--- src/rtl/odd_parity_receiver_if.sv ---
// Serial receive bus: strobed line input and decoded frame results.
interface odd_parity_receiver_if #(
   parameter int unsigned ERR_CNT_W = 8
);
   localparam int unsigned DATA_W = 4;

   logic                  i_bit_en;
   logic                  i_rx;
   logic [DATA_W-1:0]     o_data;
   logic                  o_valid;
   logic                  o_parity_err;
   logic                  o_frame_err;
   logic [ERR_CNT_W-1:0]  o_err_cnt;
   logic                  o_busy;

   // Line driver side
   modport master (
      output i_bit_en, i_rx,
      input  o_data, o_valid, o_parity_err, o_frame_err, o_err_cnt, o_busy
   );

   // Receiver side
   modport slave (
      input  i_bit_en, i_rx,
      output o_data, o_valid, o_parity_err, o_frame_err, o_err_cnt, o_busy
   );
endinterface

--- src/rtl/odd_parity_receiver.sv ---
// Strobed serial receiver: start, 4 data bits LSB first, odd parity, stop.
module odd_parity_receiver #(
   parameter int unsigned ERR_CNT_W = 8
) (
   input  logic                 i_clk,
   input  logic                 i_rst,
   odd_parity_receiver_if.slave bus
);
   localparam int unsigned DATA_W = 4;
   localparam int unsigned IDX_W  = 2;
   localparam logic [ERR_CNT_W-1:0] CNT_MAX = '1;

   typedef enum logic [1:0] {
      IDLE   = 2'd0,
      DATA   = 2'd1,
      PARITY = 2'd2,
      STOP   = 2'd3
   } state_t;

   state_t                r_state;
   logic [IDX_W-1:0]      r_idx;
   logic [DATA_W-1:0]     r_d;
   logic                  r_p;
   logic [DATA_W-1:0]     r_data;
   logic                  r_valid;
   logic                  r_perr;
   logic                  r_ferr;
   logic [ERR_CNT_W-1:0]  r_err_cnt;

   state_t                w_state_nxt;
   logic [IDX_W-1:0]      w_idx_nxt;
   logic [DATA_W-1:0]     w_d_nxt;
   logic                  w_p_nxt;
   logic [DATA_W-1:0]     w_data_nxt;
   logic                  w_valid_nxt;
   logic                  w_perr_nxt;
   logic                  w_ferr_nxt;
   logic [ERR_CNT_W-1:0]  w_err_cnt_nxt;
   logic                  w_perr_calc;
   logic                  w_ferr_calc;

   // State and result registers; reset wins over any strobe
   always_ff @(posedge i_clk) begin
      if (i_rst) begin
         r_state   <= IDLE;
         r_idx     <= '0;
         r_d       <= '0;
         r_p       <= 1'b0;
         r_data    <= '0;
         r_valid   <= 1'b0;
         r_perr    <= 1'b0;
         r_ferr    <= 1'b0;
         r_err_cnt <= '0;
      end else begin
         r_state   <= w_state_nxt;
         r_idx     <= w_idx_nxt;
         r_d       <= w_d_nxt;
         r_p       <= w_p_nxt;
         r_data    <= w_data_nxt;
         r_valid   <= w_valid_nxt;
         r_perr    <= w_perr_nxt;
         r_ferr    <= w_ferr_nxt;
         r_err_cnt <= w_err_cnt_nxt;
      end
   end

   // Next-state and frame decode; nothing moves without a strobe
   always_comb begin
      w_state_nxt   = r_state;
      w_idx_nxt     = r_idx;
      w_d_nxt       = r_d;
      w_p_nxt       = r_p;
      w_data_nxt    = r_data;
      w_valid_nxt   = 1'b0;
      w_perr_nxt    = r_perr;
      w_ferr_nxt    = r_ferr;
      w_err_cnt_nxt = r_err_cnt;
      w_perr_calc   = ~(^r_d ^ r_p);
      w_ferr_calc   = ~bus.i_rx;

      if (bus.i_bit_en) begin
         case (r_state)
            IDLE: begin
               if (!bus.i_rx) begin
                  w_state_nxt = DATA;
                  w_idx_nxt   = '0;
               end
            end
            DATA: begin
               w_d_nxt[r_idx] = bus.i_rx;
               w_idx_nxt      = r_idx + IDX_W'(1);
               if (r_idx == IDX_W'(DATA_W - 1)) begin
                  w_state_nxt = PARITY;
               end
            end
            PARITY: begin
               w_p_nxt     = bus.i_rx;
               w_state_nxt = STOP;
            end
            STOP: begin
               w_state_nxt = IDLE;
               w_data_nxt  = r_d;
               w_perr_nxt  = w_perr_calc;
               w_ferr_nxt  = w_ferr_calc;
               w_valid_nxt = 1'b1;
               // One increment per bad frame, held at full scale
               if ((w_perr_calc || w_ferr_calc) && (r_err_cnt != CNT_MAX)) begin
                  w_err_cnt_nxt = r_err_cnt + ERR_CNT_W'(1);
               end
            end
            default: w_state_nxt = IDLE;
         endcase
      end
   end

   assign bus.o_data       = r_data;
   assign bus.o_valid      = r_valid;
   assign bus.o_parity_err = r_perr;
   assign bus.o_frame_err  = r_ferr;
   assign bus.o_err_cnt    = r_err_cnt;
   assign bus.o_busy       = (r_state != IDLE);

endmodule

--- src/flat_wrapper.sv ---
// flat-port wrapper written by rule: the top's interface ports become plain ports
module odd_parity_receiver_flat 
#(
   parameter int unsigned ERR_CNT_W = 8
)
  (i_clk, i_rst, bus_i_bit_en, bus_i_rx, bus_o_data, bus_o_valid, bus_o_parity_err, bus_o_frame_err, bus_o_err_cnt, bus_o_busy);
  odd_parity_receiver_if #(.ERR_CNT_W(ERR_CNT_W)) bus_i ();
  input  logic i_clk;
  input  logic i_rst;
  input wire logic [$bits(bus_i.i_bit_en)-1:0] bus_i_bit_en;
  input wire logic [$bits(bus_i.i_rx)-1:0] bus_i_rx;
  output wire logic [$bits(bus_i.o_data)-1:0] bus_o_data;
  output wire logic [$bits(bus_i.o_valid)-1:0] bus_o_valid;
  output wire logic [$bits(bus_i.o_parity_err)-1:0] bus_o_parity_err;
  output wire logic [$bits(bus_i.o_frame_err)-1:0] bus_o_frame_err;
  output wire logic [$bits(bus_i.o_err_cnt)-1:0] bus_o_err_cnt;
  output wire logic [$bits(bus_i.o_busy)-1:0] bus_o_busy;
  assign bus_i.i_bit_en = bus_i_bit_en;
  assign bus_i.i_rx = bus_i_rx;
  assign bus_o_data = bus_i.o_data;
  assign bus_o_valid = bus_i.o_valid;
  assign bus_o_parity_err = bus_i.o_parity_err;
  assign bus_o_frame_err = bus_i.o_frame_err;
  assign bus_o_err_cnt = bus_i.o_err_cnt;
  assign bus_o_busy = bus_i.o_busy;
  odd_parity_receiver #(.ERR_CNT_W(ERR_CNT_W)) u_core (.i_clk(i_clk), .i_rst(i_rst), .bus(bus_i));
endmodule
--- config.mk ---
export PLATFORM = sky130hd
export DESIGN_NAME = odd_parity_receiver_flat
export DESIGN_NICKNAME = d
export VERILOG_FILES = /design/src/rtl/odd_parity_receiver_if.sv /design/src/rtl/odd_parity_receiver.sv /design/src/flat_wrapper.sv
export SDC_FILE = /design/constraint.sdc
export NUM_CORES = 1
export LEC_CHECK = 0
export BUFFER_PORTS_ARGS = -buffer_cell sky130_fd_sc_hd__clkbuf_2
export CORE_MARGIN = 1.5
export CORE_UTILIZATION = 58
export CTS_BUF_LIST = sky130_fd_sc_hd__clkbuf_16
export DETAILED_ROUTE_END_ITERATION = 7
export PLACE_DENSITY = 0.89
export SYNTH_ARGS = -nofsm -noshare
export SYNTH_HDL_FRONTEND = slang
export SYNTH_SLANG_ARGS = --single-unit
--- constraint.sdc ---
create_clock -name i_clk -period 2.6 [get_ports i_clk]
set_input_delay 0.13 -clock i_clk [delete_from_list [all_inputs] [get_ports i_clk]]
set_output_delay 0.13 -clock i_clk [all_outputs]
set_load 0.01 [all_outputs]
==> report_table.html, run 1 <==
<table>
<tr><th>Metric</th><th>Value</th></tr>
<tr><th colspan="2">Die</th></tr>
<tr><td>Area of the placeable core</td><td>around 0.0020 mm^2</td></tr>
<tr><td>Die Width</td><td>slightly below 50 um</td></tr>
<tr><td>Count of pins on the block boundary</td><td>20</td></tr>
<tr><td>Die height</td><td>between 40 and 50 um</td></tr>
<tr><td>Initial core utilization</td><td>61.67%</td></tr>
<tr><td>Number of core rows</td><td>16</td></tr>
<tr><td>Die Footprint</td><td>around 0.0024 mm^2</td></tr>
<tr><th colspan="2">Clock network</th></tr>
<tr><td>CTS Hold Bufs</td><td>0</td></tr>
<tr><td>Root buffer selected by CTS</td><td>sky130_fd_sc_hd__clkbuf_16</td></tr>
<tr><td>Sinks on Clock Net</td><td>24</td></tr>
<tr><td>Clock tree from TritonCTS</td><td>built</td></tr>
<tr><td>Clock insertion delay at the later pin of the skew report</td><td>approximately 0.26 ns</td></tr>
<tr><td>Number of instances resized during post-cts repair</td><td>0</td></tr>
<tr><td>Number of clock buffers inserted by TritonCTS</td><td>3</td></tr>
<tr><td>Clock edge transition at the registers on the reported setup and hold paths</td><td>about 0.060 ns</td></tr>
<tr><td>Post CTS Setup Buffer Count</td><td>0</td></tr>
<tr><td>H-tree lvl count</td><td>1</td></tr>
<tr><td>Bufs on Longest Clock Path</td><td>2</td></tr>
<tr><th colspan="2">STA</th></tr>
<tr><td>Count of pins over their slew limit</td><td>0</td></tr>
<tr><td>Final critical-path required period</td><td>roughly 1.8 ns</td></tr>
<tr><td>Final Hold Slack</td><td>0.2359 ns</td></tr>
<tr><td>Worst slew margin relative to its limit</td><td>approximately two thirds</td></tr>
<tr><td>Actual transition at the worst max-transition pin</td><td>roughly 0.52 ns</td></tr>
<tr><td>Total Neg Setup Slack</td><td>0 ns</td></tr>
<tr><td>Peak clock frequency supported by timing</td><td>about 540 MHz</td></tr>
<tr><td>Period utilization</td><td>a little under three quarters</td></tr>
<tr><td>Unrepaired setup endpoints after global routing</td><td>false</td></tr>
<tr><td>Worst setup skew after layout</td><td>between 0.003 and 0.004 ns</td></tr>
<tr><td>Final setup violation count</td><td>0</td></tr>
<tr><td>Count of final hold-check violations</td><td>0</td></tr>
<tr><th colspan="2">Detailed routing</th></tr>
<tr><td>Post-detailed-route count of antenna-violating nets</td><td>0</td></tr>
<tr><td>Remaining DRCs</td><td>0</td></tr>
<tr><td>Average detailed-routed wire length per instance</td><td>between 10 and 15 um</td></tr>
<tr><td>Vias after detailed routing</td><td>between 900 and 1000</td></tr>
<tr><td>Total length of routed wires</td><td>between 2000 and 2500 um</td></tr>
<tr><td>Length of the first detailed-routing pass in iterations</td><td>4</td></tr>
<tr><td>Starting DRC count in detailed routing</td><td>30</td></tr>
<tr><td>Via density per instance</td><td>roughly 5.5</td></tr>
<tr><th colspan="2">Setup path</th></tr>
<tr><td>Arrival time reported for the critical path endpoint</td><td>around 2.0 ns</td></tr>
<tr><td>Cells along the critical path</td><td>ha_1, and2_1, o2111ai_1, a21oi_2, nor2b_4, mux2_4</td></tr>
<tr><td>Critical Path Source Type</td><td>register</td></tr>
<tr><td>Class of the most critical setup path</td><td>reg -&gt; reg</td></tr>
<tr><td>Slowest cell on the critical path</td><td>sky130_fd_sc_hd__dfxtp_1</td></tr>
<tr><td>Required time reported for the critical path endpoint</td><td>approximately 2.8 ns</td></tr>
<tr><td>Worst path depth</td><td>6</td></tr>
<tr><td>Worst Setup End Kind</td><td>register</td></tr>
<tr><td>Slowest Stage Delay on Critical Path</td><td>around 0.38 ns</td></tr>
<tr><td>Kind of cell with the highest combined delay on the critical path</td><td>simple AND/OR/NAND/NOR gates</td></tr>
<tr><td>Cell depth of the worst flop-to-flop path</td><td>6</td></tr>
<tr><td>Maximum net fanout on the critical path</td><td>9</td></tr>
<tr><td>Number of buffers and inverters on the critical path</td><td>0</td></tr>
<tr><th colspan="2">Global routing</th></tr>
<tr><td>Wire length of the first global-routing pass</td><td>approximately 4000 um</td></tr>
<tr><td>Via count of the first global-routing pass</td><td>887</td></tr>
<tr><td>Total overflow reported by the global router</td><td>0</td></tr>
<tr><td>Largest net degree at the start of global routing</td><td>28</td></tr>
<tr><td>Number of antenna violations at the first check in global routing</td><td>0</td></tr>
<tr><td>Total global-route track usage</td><td>a little over a fifth</td></tr>
<tr><th colspan="2">Synthesis</th></tr>
<tr><td>Sequential fraction of the synthesis area</td><td>between 30% and 40%</td></tr>
<tr><td>Netlist area before placement</td><td>roughly 0.0012 mm^2</td></tr>
<tr><td>Number of distinct standard cells referenced by the synthesized netlist</td><td>33</td></tr>
<tr><td>Cell count after synthesis</td><td>roughly 130</td></tr>
<tr><td>Number of register bits inferred by synthesis</td><td>24</td></tr>
<tr><td>Mapped Avg Cell Area</td><td>slightly above 9 um^2</td></tr>
<tr><td>YS warnings</td><td>0</td></tr>
<tr><td>Net count after synthesis</td><td>145</td></tr>
<tr><th colspan="2">Place</th></tr>
<tr><td>Count of port buffers added during placement</td><td>19</td></tr>
<tr><td>Final Wtd Congestion</td><td>0.7794</td></tr>
<tr><td>Total instance count after detailed placement</td><td>roughly 170</td></tr>
<tr><td>Dpl hpwl</td><td>1562 um</td></tr>
<tr><th colspan="2">Pwr</th></tr>
<tr><td>Cell Pwr Density</td><td>roughly 550 mW/mm^2</td></tr>
<tr><td>Internal cell power</td><td>597.9 uW</td></tr>
<tr><td>Sequential cell fraction of total power</td><td>49.6%</td></tr>
<tr><td>Net Switching</td><td>165.0 uW</td></tr>
<tr><td>Leak</td><td>around 0.6 nW</td></tr>
<tr><td>Switching portion of total power</td><td>21.63%</td></tr>
<tr><td>Power share of the clock group</td><td>between 40% and 50%</td></tr>
<tr><td>VDD IR max</td><td>345.7 uV</td></tr>
<tr><td>Total power of the final layout</td><td>between 700 and 800 uW</td></tr>
<tr><td>Relative contribution of combinational cells to total power</td><td>under 10%</td></tr>
<tr><th colspan="2">Cells and area</th></tr>
<tr><td>Post-layout instance count excluding filler cells</td><td>~180</td></tr>
<tr><td>Number of filler instances in the final layout</td><td>158</td></tr>
<tr><td>Diode insertion count for antenna repair</td><td>0</td></tr>
<tr><td>Layout area overhead</td><td>14.27%</td></tr>
<tr><td>Post-layout net count</td><td>163</td></tr>
<tr><td>Fraction of final layout cells sized beyond drive strength 1</td><td>between 20% and 30%</td></tr>
<tr><th colspan="2">Hold path</th></tr>
<tr><td>Cell count of the worst hold path</td><td>3</td></tr>
<tr><td>Type of the worst min-delay path</td><td>in -&gt; reg</td></tr>
<tr><th colspan="2">Outcome</th></tr>
<tr><td>Result of the run</td><td>complete, no violations</td></tr>
<tr><th colspan="2">Job</th></tr>
<tr><td>Maximum capacitance violations</td><td>0</td></tr>
</table>
## layer usage
metal	share of wire, %	routed length [um]	vias up	global-route usage, %
met5	0	0	-	0
met4	2.3	54	0	11.43
met3	4.5	104	5	2.778
met2	48	1120	32	37.44
met1	45	1048	446	26.39
li1	-	-	484	-
## per-stage QoR
step | instance area, um^2 | utilization, % | setup WS [ns]
after floorplan | 1210 | - | 0.8659
after detailed placement | 1308 | 66.65 | 0.7856
after CTS | 1383 | 70.47 | 0.7507
after global routing | 1383 | 70.47 | 0.6151
final | 1383 | 70.47 | 0.7510
after global placement | 1308 | 66.65 | 0.8205
## Yosys cell counts
master                      count  area [um^2]
sky130_fd_sc_hd__xor2_2         1        16.27
sky130_fd_sc_hd__o21ai_0        3        15.01
sky130_fd_sc_hd__nand2b_1       2        12.51
sky130_fd_sc_hd__and3_1         3        18.77
sky130_fd_sc_hd__a32oi_1        1        8.760
sky130_fd_sc_hd__xnor3_2        1        23.77
sky130_fd_sc_hd__a31o_1         2        17.52
sky130_fd_sc_hd__a211oi_1       3        22.52
sky130_fd_sc_hd__a21oi_2        3        26.28
sky130_fd_sc_hd__mux2_4         1        15.01
sky130_fd_sc_hd__inv_1          7        26.28
sky130_fd_sc_hd__nor2b_4        1        13.76
sky130_fd_sc_hd__a21boi_0       1        7.510
sky130_fd_sc_hd__nor3b_1        1        7.510
sky130_fd_sc_hd__a21oi_1       10        50.05
sky130_fd_sc_hd__nor3_1         2        10.01
sky130_fd_sc_hd__xnor2_1        2        17.52
sky130_fd_sc_hd__nand2_1       11        41.29
sky130_fd_sc_hd__nor2_1        17        63.81
sky130_fd_sc_hd__dfxtp_1       24        480.5
sky130_fd_sc_hd__o2111ai_1      1        8.760
sky130_fd_sc_hd__nand4_1        1        6.260
sky130_fd_sc_hd__nand3_1        8        40.04
sky130_fd_sc_hd__buf_4          2        15.01
sky130_fd_sc_hd__and2_1         1        6.260
sky130_fd_sc_hd__nor2b_1        1        6.260
sky130_fd_sc_hd__xnor2_4        1        27.53
sky130_fd_sc_hd__a41oi_1        1        8.760
sky130_fd_sc_hd__a21o_1         1        7.510
sky130_fd_sc_hd__clkbuf_1       3        11.26
sky130_fd_sc_hd__buf_2          1        5.000
sky130_fd_sc_hd__mux2i_1        6        60.06
sky130_fd_sc_hd__ha_1           9        112.6
## worst paths after layout
kind | end | slack [ns] | start
hold / removal | u_core.r_p$_SDFFE_PP0P_ | 0.24 | bus_i_bit_en
hold reg to reg | u_core.bus.o_data[1]$_SDFFE_PP0P_ | 0.46 | u_core.bus.o_data[1]$_SDFFE_PP0P_
setup reg to reg | u_core.bus.o_err_cnt[7]$_SDFFE_PP0P_ | 0.75 | u_core.r_state[1]$_SDFFE_PP0P_
setup / recovery | u_core.bus.o_err_cnt[7]$_SDFFE_PP0P_ | 0.75 | u_core.r_state[1]$_SDFFE_PP0P_
## placed cells by master, fill, tap and decap left out, types with 2 or more instances in the layout
master / Yosys / final
sky130_fd_sc_hd__a21oi_2: 3 / 3
sky130_fd_sc_hd__mux2i_1: 6 / 6
sky130_fd_sc_hd__a31o_1: 2 / 2
sky130_fd_sc_hd__nand2b_1: 2 / 2
sky130_fd_sc_hd__nand2_1: 11 / 11
sky130_fd_sc_hd__and3_1: 3 / 3
sky130_fd_sc_hd__xnor2_1: 2 / 2
sky130_fd_sc_hd__a21oi_1: 10 / 10
sky130_fd_sc_hd__inv_1: 7 / 7
sky130_fd_sc_hd__nand3_1: 8 / 8
sky130_fd_sc_hd__clkbuf_2: 0 / 19
sky130_fd_sc_hd__o21ai_0: 3 / 3
sky130_fd_sc_hd__nor2_1: 17 / 17
sky130_fd_sc_hd__clkbuf_16: 0 / 3
sky130_fd_sc_hd__a211oi_1: 3 / 3
sky130_fd_sc_hd__ha_1: 9 / 9
sky130_fd_sc_hd__nor3_1: 2 / 2
sky130_fd_sc_hd__dfxtp_1: 24 / 24
## state kept, by name (all words and copies together), names as in the netlist, 2 cells and up
| name | cells |
|---|---|
| u_core.r_idx | 2 |
| u_core.r_d | 4 |
| u_core.bus.o_err_cnt | 8 |
| u_core.r_state | 2 |
| u_core.bus.o_data | 4 |
## worst min-delay path: cells and delay by family
| kind | cells | cell delay [ns] |
|---|---|---|
| and+or+nand+nor | 1 | 0.11 |
| buffers and inverters | 1 | 0.15 |
| AOI/OAI and AO/OA | 1 | 0.06 |
## power groups by stage
stage / clock network (mW) / registers [mW] / logic (mW)
finish: 0.326 / 0.378 / 0.0592
global route: 0.349 / 0.379 / 0.0679
CTS: 0.327 / 0.378 / 0.0593
detailed placement: 0 / 0.386 / 0.0587
global placement: 0 / 0.386 / 0.0555
floorplan: 0 / 0.385 / 0.0466
## final cells by class
class,instances,area [um^2],area share [%]
Multi-Input combinational cell,95,671.9,48.60
Timing Repair Buffer,19,95.09,6.878
Tap cell,27,33.78,2.443
Sequential cell,24,480.5,34.75
Inverter,7,26.28,1.900
Clock buffer,3,75.07,5.430
## cells by family (layout without fill, tap and decap cells)
family	after synthesis	count (layout)	share of synthesized area, %
simple gates	48	48	18.72
fa+ha+maj	9	9	9.307
flops	24	24	39.71
buf+inv	13	29	4.757
mux	7	7	6.205
compound gates	26	26	14.27
xor+xnor	5	5	7.033
Power figures use the tool's default switching activity.
==> run 2, diff against run 1 <==
Settings changed: CORE_UTILIZATION 58 to 49, PLACE_DENSITY 0.89 to 0.81.
Clock period 2.6 ns to 1.6 ns, I/O delays scaled along.
==> run 2 against run 1 <==
The flow now finishes with violations (negative setup slack). First-iteration DRC count decreased by 70%. Sequential cell count unchanged. Routed wire length is 9.7% higher. Non-clock buffer count up 12. Critical path depth decreased by 1. Global-route usage decreased by 1.9 points. Count of clock-buffer cells in the layout unchanged. Total power up 89%. Via count grew 5.3%. Critical endpoint unchanged. Largest cell class unchanged.
==> report_table.html, run 2 (synthesis results as in run 1) <==
<table>
<tr><th>Metric</th><th>Value</th></tr>
<tr><th colspan="2">STA</th></tr>
<tr><td>Period utilization</td><td>106.3%</td></tr>
<tr><td>Final critical-path required period</td><td>roughly 1.7 ns</td></tr>
<tr><td>Peak clock frequency supported by timing</td><td>about 600 MHz</td></tr>
<tr><td>Count of final hold-check violations</td><td>0</td></tr>
<tr><td>Unrepaired setup endpoints after global routing</td><td>true</td></tr>
<tr><td>Worst setup skew after layout</td><td>between 0.0007 and 0.0008 ns</td></tr>
<tr><td>Count of pins over their slew limit</td><td>0</td></tr>
<tr><td>Total Neg Setup Slack</td><td>-0.2202 ns</td></tr>
<tr><td>Worst slew margin relative to its limit</td><td>63.92%</td></tr>
<tr><td>Final Worst Setup Slack</td><td>-0.1013 ns</td></tr>
<tr><td>Final setup violation count</td><td>5</td></tr>
<tr><td>Actual transition at the worst max-transition pin</td><td>between 0.5 and 0.6 ns</td></tr>
<tr><th colspan="2">Die</th></tr>
<tr><td>Area of the placeable core</td><td>about 0.0023 mm^2</td></tr>
<tr><td>Initial core utilization</td><td>between 50% and 60%</td></tr>
<tr><td>Count of pins on the block boundary</td><td>20</td></tr>
<tr><td>Number of core rows</td><td>17</td></tr>
<tr><td>Die Footprint</td><td>~0.0028 mm^2</td></tr>
<tr><td>Die Width</td><td>between 50 and 60 um</td></tr>
<tr><td>Die height</td><td>~53 um</td></tr>
<tr><th colspan="2">Cells and area</th></tr>
<tr><td>Post-layout net count</td><td>~180</td></tr>
<tr><td>Leading cell type in the layout, fill and taps excluded</td><td>sky130_fd_sc_hd__dfxtp_1</td></tr>
<tr><td>Diode insertion count for antenna repair</td><td>0</td></tr>
<tr><td>Number of filler instances in the final layout</td><td>between 150 and 200</td></tr>
<tr><td>Fraction of final layout cells sized beyond drive strength 1</td><td>29.19%</td></tr>
<tr><td>Top library cells by usage in the layout, fill and taps aside</td><td>23 x sky130_fd_sc_hd__dfxtp_1, 19 x sky130_fd_sc_hd__clkbuf_2, 17 x sky130_fd_sc_hd__nor2_1</td></tr>
<tr><td>Layout area overhead</td><td>25.54%</td></tr>
<tr><td>Flip-flop count of the largest register, all copies and words added</td><td>8</td></tr>
<tr><th colspan="2">Global routing</th></tr>
<tr><td>Number of antenna violations at the first check in global routing</td><td>0</td></tr>
<tr><td>Wire length of the first global-routing pass</td><td>between 4000 and 5000 um</td></tr>
<tr><td>Via count of the first global-routing pass</td><td>about 970</td></tr>
<tr><td>Total overflow reported by the global router</td><td>0</td></tr>
<tr><td>Largest net degree at the start of global routing</td><td>28</td></tr>
<tr><td>Total global-route track usage</td><td>19.82%</td></tr>
<tr><th colspan="2">Detailed routing</th></tr>
<tr><td>Starting DRC count in detailed routing</td><td>9</td></tr>
<tr><td>Length of the first detailed-routing pass in iterations</td><td>4</td></tr>
<tr><td>Via density per instance</td><td>approximately 5.4</td></tr>
<tr><td>Total length of routed wires</td><td>2555 um</td></tr>
<tr><td>Post-detailed-route count of antenna-violating nets</td><td>0</td></tr>
<tr><td>Vias after detailed routing</td><td>approximately 1000</td></tr>
<tr><td>Remaining DRCs</td><td>0</td></tr>
<tr><td>Average detailed-routed wire length per instance</td><td>about 14 um</td></tr>
<tr><th colspan="2">Setup path</th></tr>
<tr><td>Critical Path Source Type</td><td>register</td></tr>
<tr><td>Class of the most critical setup path</td><td>reg -&gt; reg</td></tr>
<tr><td>Required time reported for the critical path endpoint</td><td>between 1.5 and 2 ns</td></tr>
<tr><td>Worst Setup End Kind</td><td>register</td></tr>
<tr><td>Arrival time reported for the critical path endpoint</td><td>around 1.9 ns</td></tr>
<tr><td>Maximum net fanout on the critical path</td><td>4</td></tr>
<tr><th colspan="2">Clock network</th></tr>
<tr><td>CTS Hold Bufs</td><td>0</td></tr>
<tr><td>Clock insertion delay at the later pin of the skew report</td><td>approximately 0.26 ns</td></tr>
<tr><td>Sinks on Clock Net</td><td>24</td></tr>
<tr><td>Clock tree from TritonCTS</td><td>built</td></tr>
<tr><td>Number of clock buffers inserted by TritonCTS</td><td>3</td></tr>
<tr><td>Clock edge transition at the registers on the reported setup and hold paths</td><td>0.06 ns</td></tr>
<tr><td>Root buffer selected by CTS</td><td>sky130_fd_sc_hd__clkbuf_16</td></tr>
<tr><td>Bufs on Longest Clock Path</td><td>2</td></tr>
<tr><td>H-tree lvl count</td><td>1</td></tr>
<tr><th colspan="2">Pwr</th></tr>
<tr><td>Total power of the final layout</td><td>approximately 1.4 mW</td></tr>
<tr><td>Cell Pwr Density</td><td>about 950 mW/mm^2</td></tr>
<tr><td>VDD IR max</td><td>between 1000 and 1500 uV</td></tr>
<tr><td>Leak</td><td>about 0.68 nW</td></tr>
<tr><th colspan="2">Place</th></tr>
<tr><td>Dpl hpwl</td><td>~1800 um</td></tr>
<tr><td>Count of port buffers added during placement</td><td>19</td></tr>
<tr><td>Final Wtd Congestion</td><td>0.8181</td></tr>
<tr><td>Worst setup slack after placement</td><td>-0.07231 ns</td></tr>
<tr><th colspan="2">Outcome</th></tr>
<tr><td>Result of the run</td><td>complete, but fails checks</td></tr>
<tr><td>Violated checks</td><td>negative setup slack</td></tr>
<tr><th colspan="2">Job</th></tr>
<tr><td>Maximum capacitance violations</td><td>0</td></tr>
<tr><th colspan="2">Hold path</th></tr>
<tr><td>Type of the worst min-delay path</td><td>in -&gt; reg</td></tr>
</table>
[run 2: power by group]
group          total, mW  switching (mW)  internal, mW
Clock              0.709           0.212         0.497
Sequential         0.614         0.00828         0.606
Combinational      0.119          0.0678        0.0507
[run 2: layout make-up]
class,instances,area (um^2),share of cell area [%]
Timing Repair Buffer,31,188.9,12.44
Clock buffer,3,75.07,4.942
Inverter,7,26.28,1.730
Tap cell,28,35.03,2.306
Multi-Input combinational cell,95,681.9,44.89
Clock inverter,1,30.03,1.977
Sequential cell,24,481.7,31.71
[run 2: critical path, stage by stage, from the launching register on]
cell and delay, ns:
sky130_fd_sc_hd__dfxtp_2 0.33, sky130_fd_sc_hd__xnor3_2 0.45, sky130_fd_sc_hd__xnor2_4 0.18, sky130_fd_sc_hd__a21oi_2 0.17, sky130_fd_sc_hd__nor2b_4 0.17, sky130_fd_sc_hd__mux2_4 0.29
[run 2: final timing paths]
kind	from	to	slack, ns	cells past startpoint
max	u_core.r_p$_SDFFE_PP0P_	u_core.bus.o_err_cnt[7]$_SDFFE_PP0P_	-0.10	5
min	bus_i_bit_en	u_core.r_p$_SDFFE_PP0P_	0.19	3
min reg2reg	u_core.bus.o_data[3]$_SDFFE_PP0P_	u_core.bus.o_data[3]$_SDFFE_PP0P_	0.46	2
max reg2reg	u_core.r_p$_SDFFE_PP0P_	u_core.bus.o_err_cnt[7]$_SDFFE_PP0P_	-0.10	5
[run 2: repair_timing]
action | 4_1_cts | 5_1_grt
buffers inserted | 0 | 1
endpoints found under the setup margin | 5 | 12
pin swaps | 3 | 0
resized for setup | 1 | 4
[run 2: routing by layer]
layer	part of all wire [%]	track usage, %	vias to the layer above
met2	50	34.17	18
met4	0.39	5.556	0
li1	-	-	514
met1	47	24.11	484
met5	0	0	-
met3	2.8	5.143	2
[run 2: per-stage QoR]
stage	instances	cell area (um^2)	util (%)	hold slack (ns)
finish	189	1519	66.74	0.1878
global route	189	1519	66.74	0.2110
CTS	188	1501	65.97	0.1743
detailed placement	184	1393	61.19	0.4466
global placement	184	1393	61.19	0.4358
floorplan	132	1211	-	0.2950
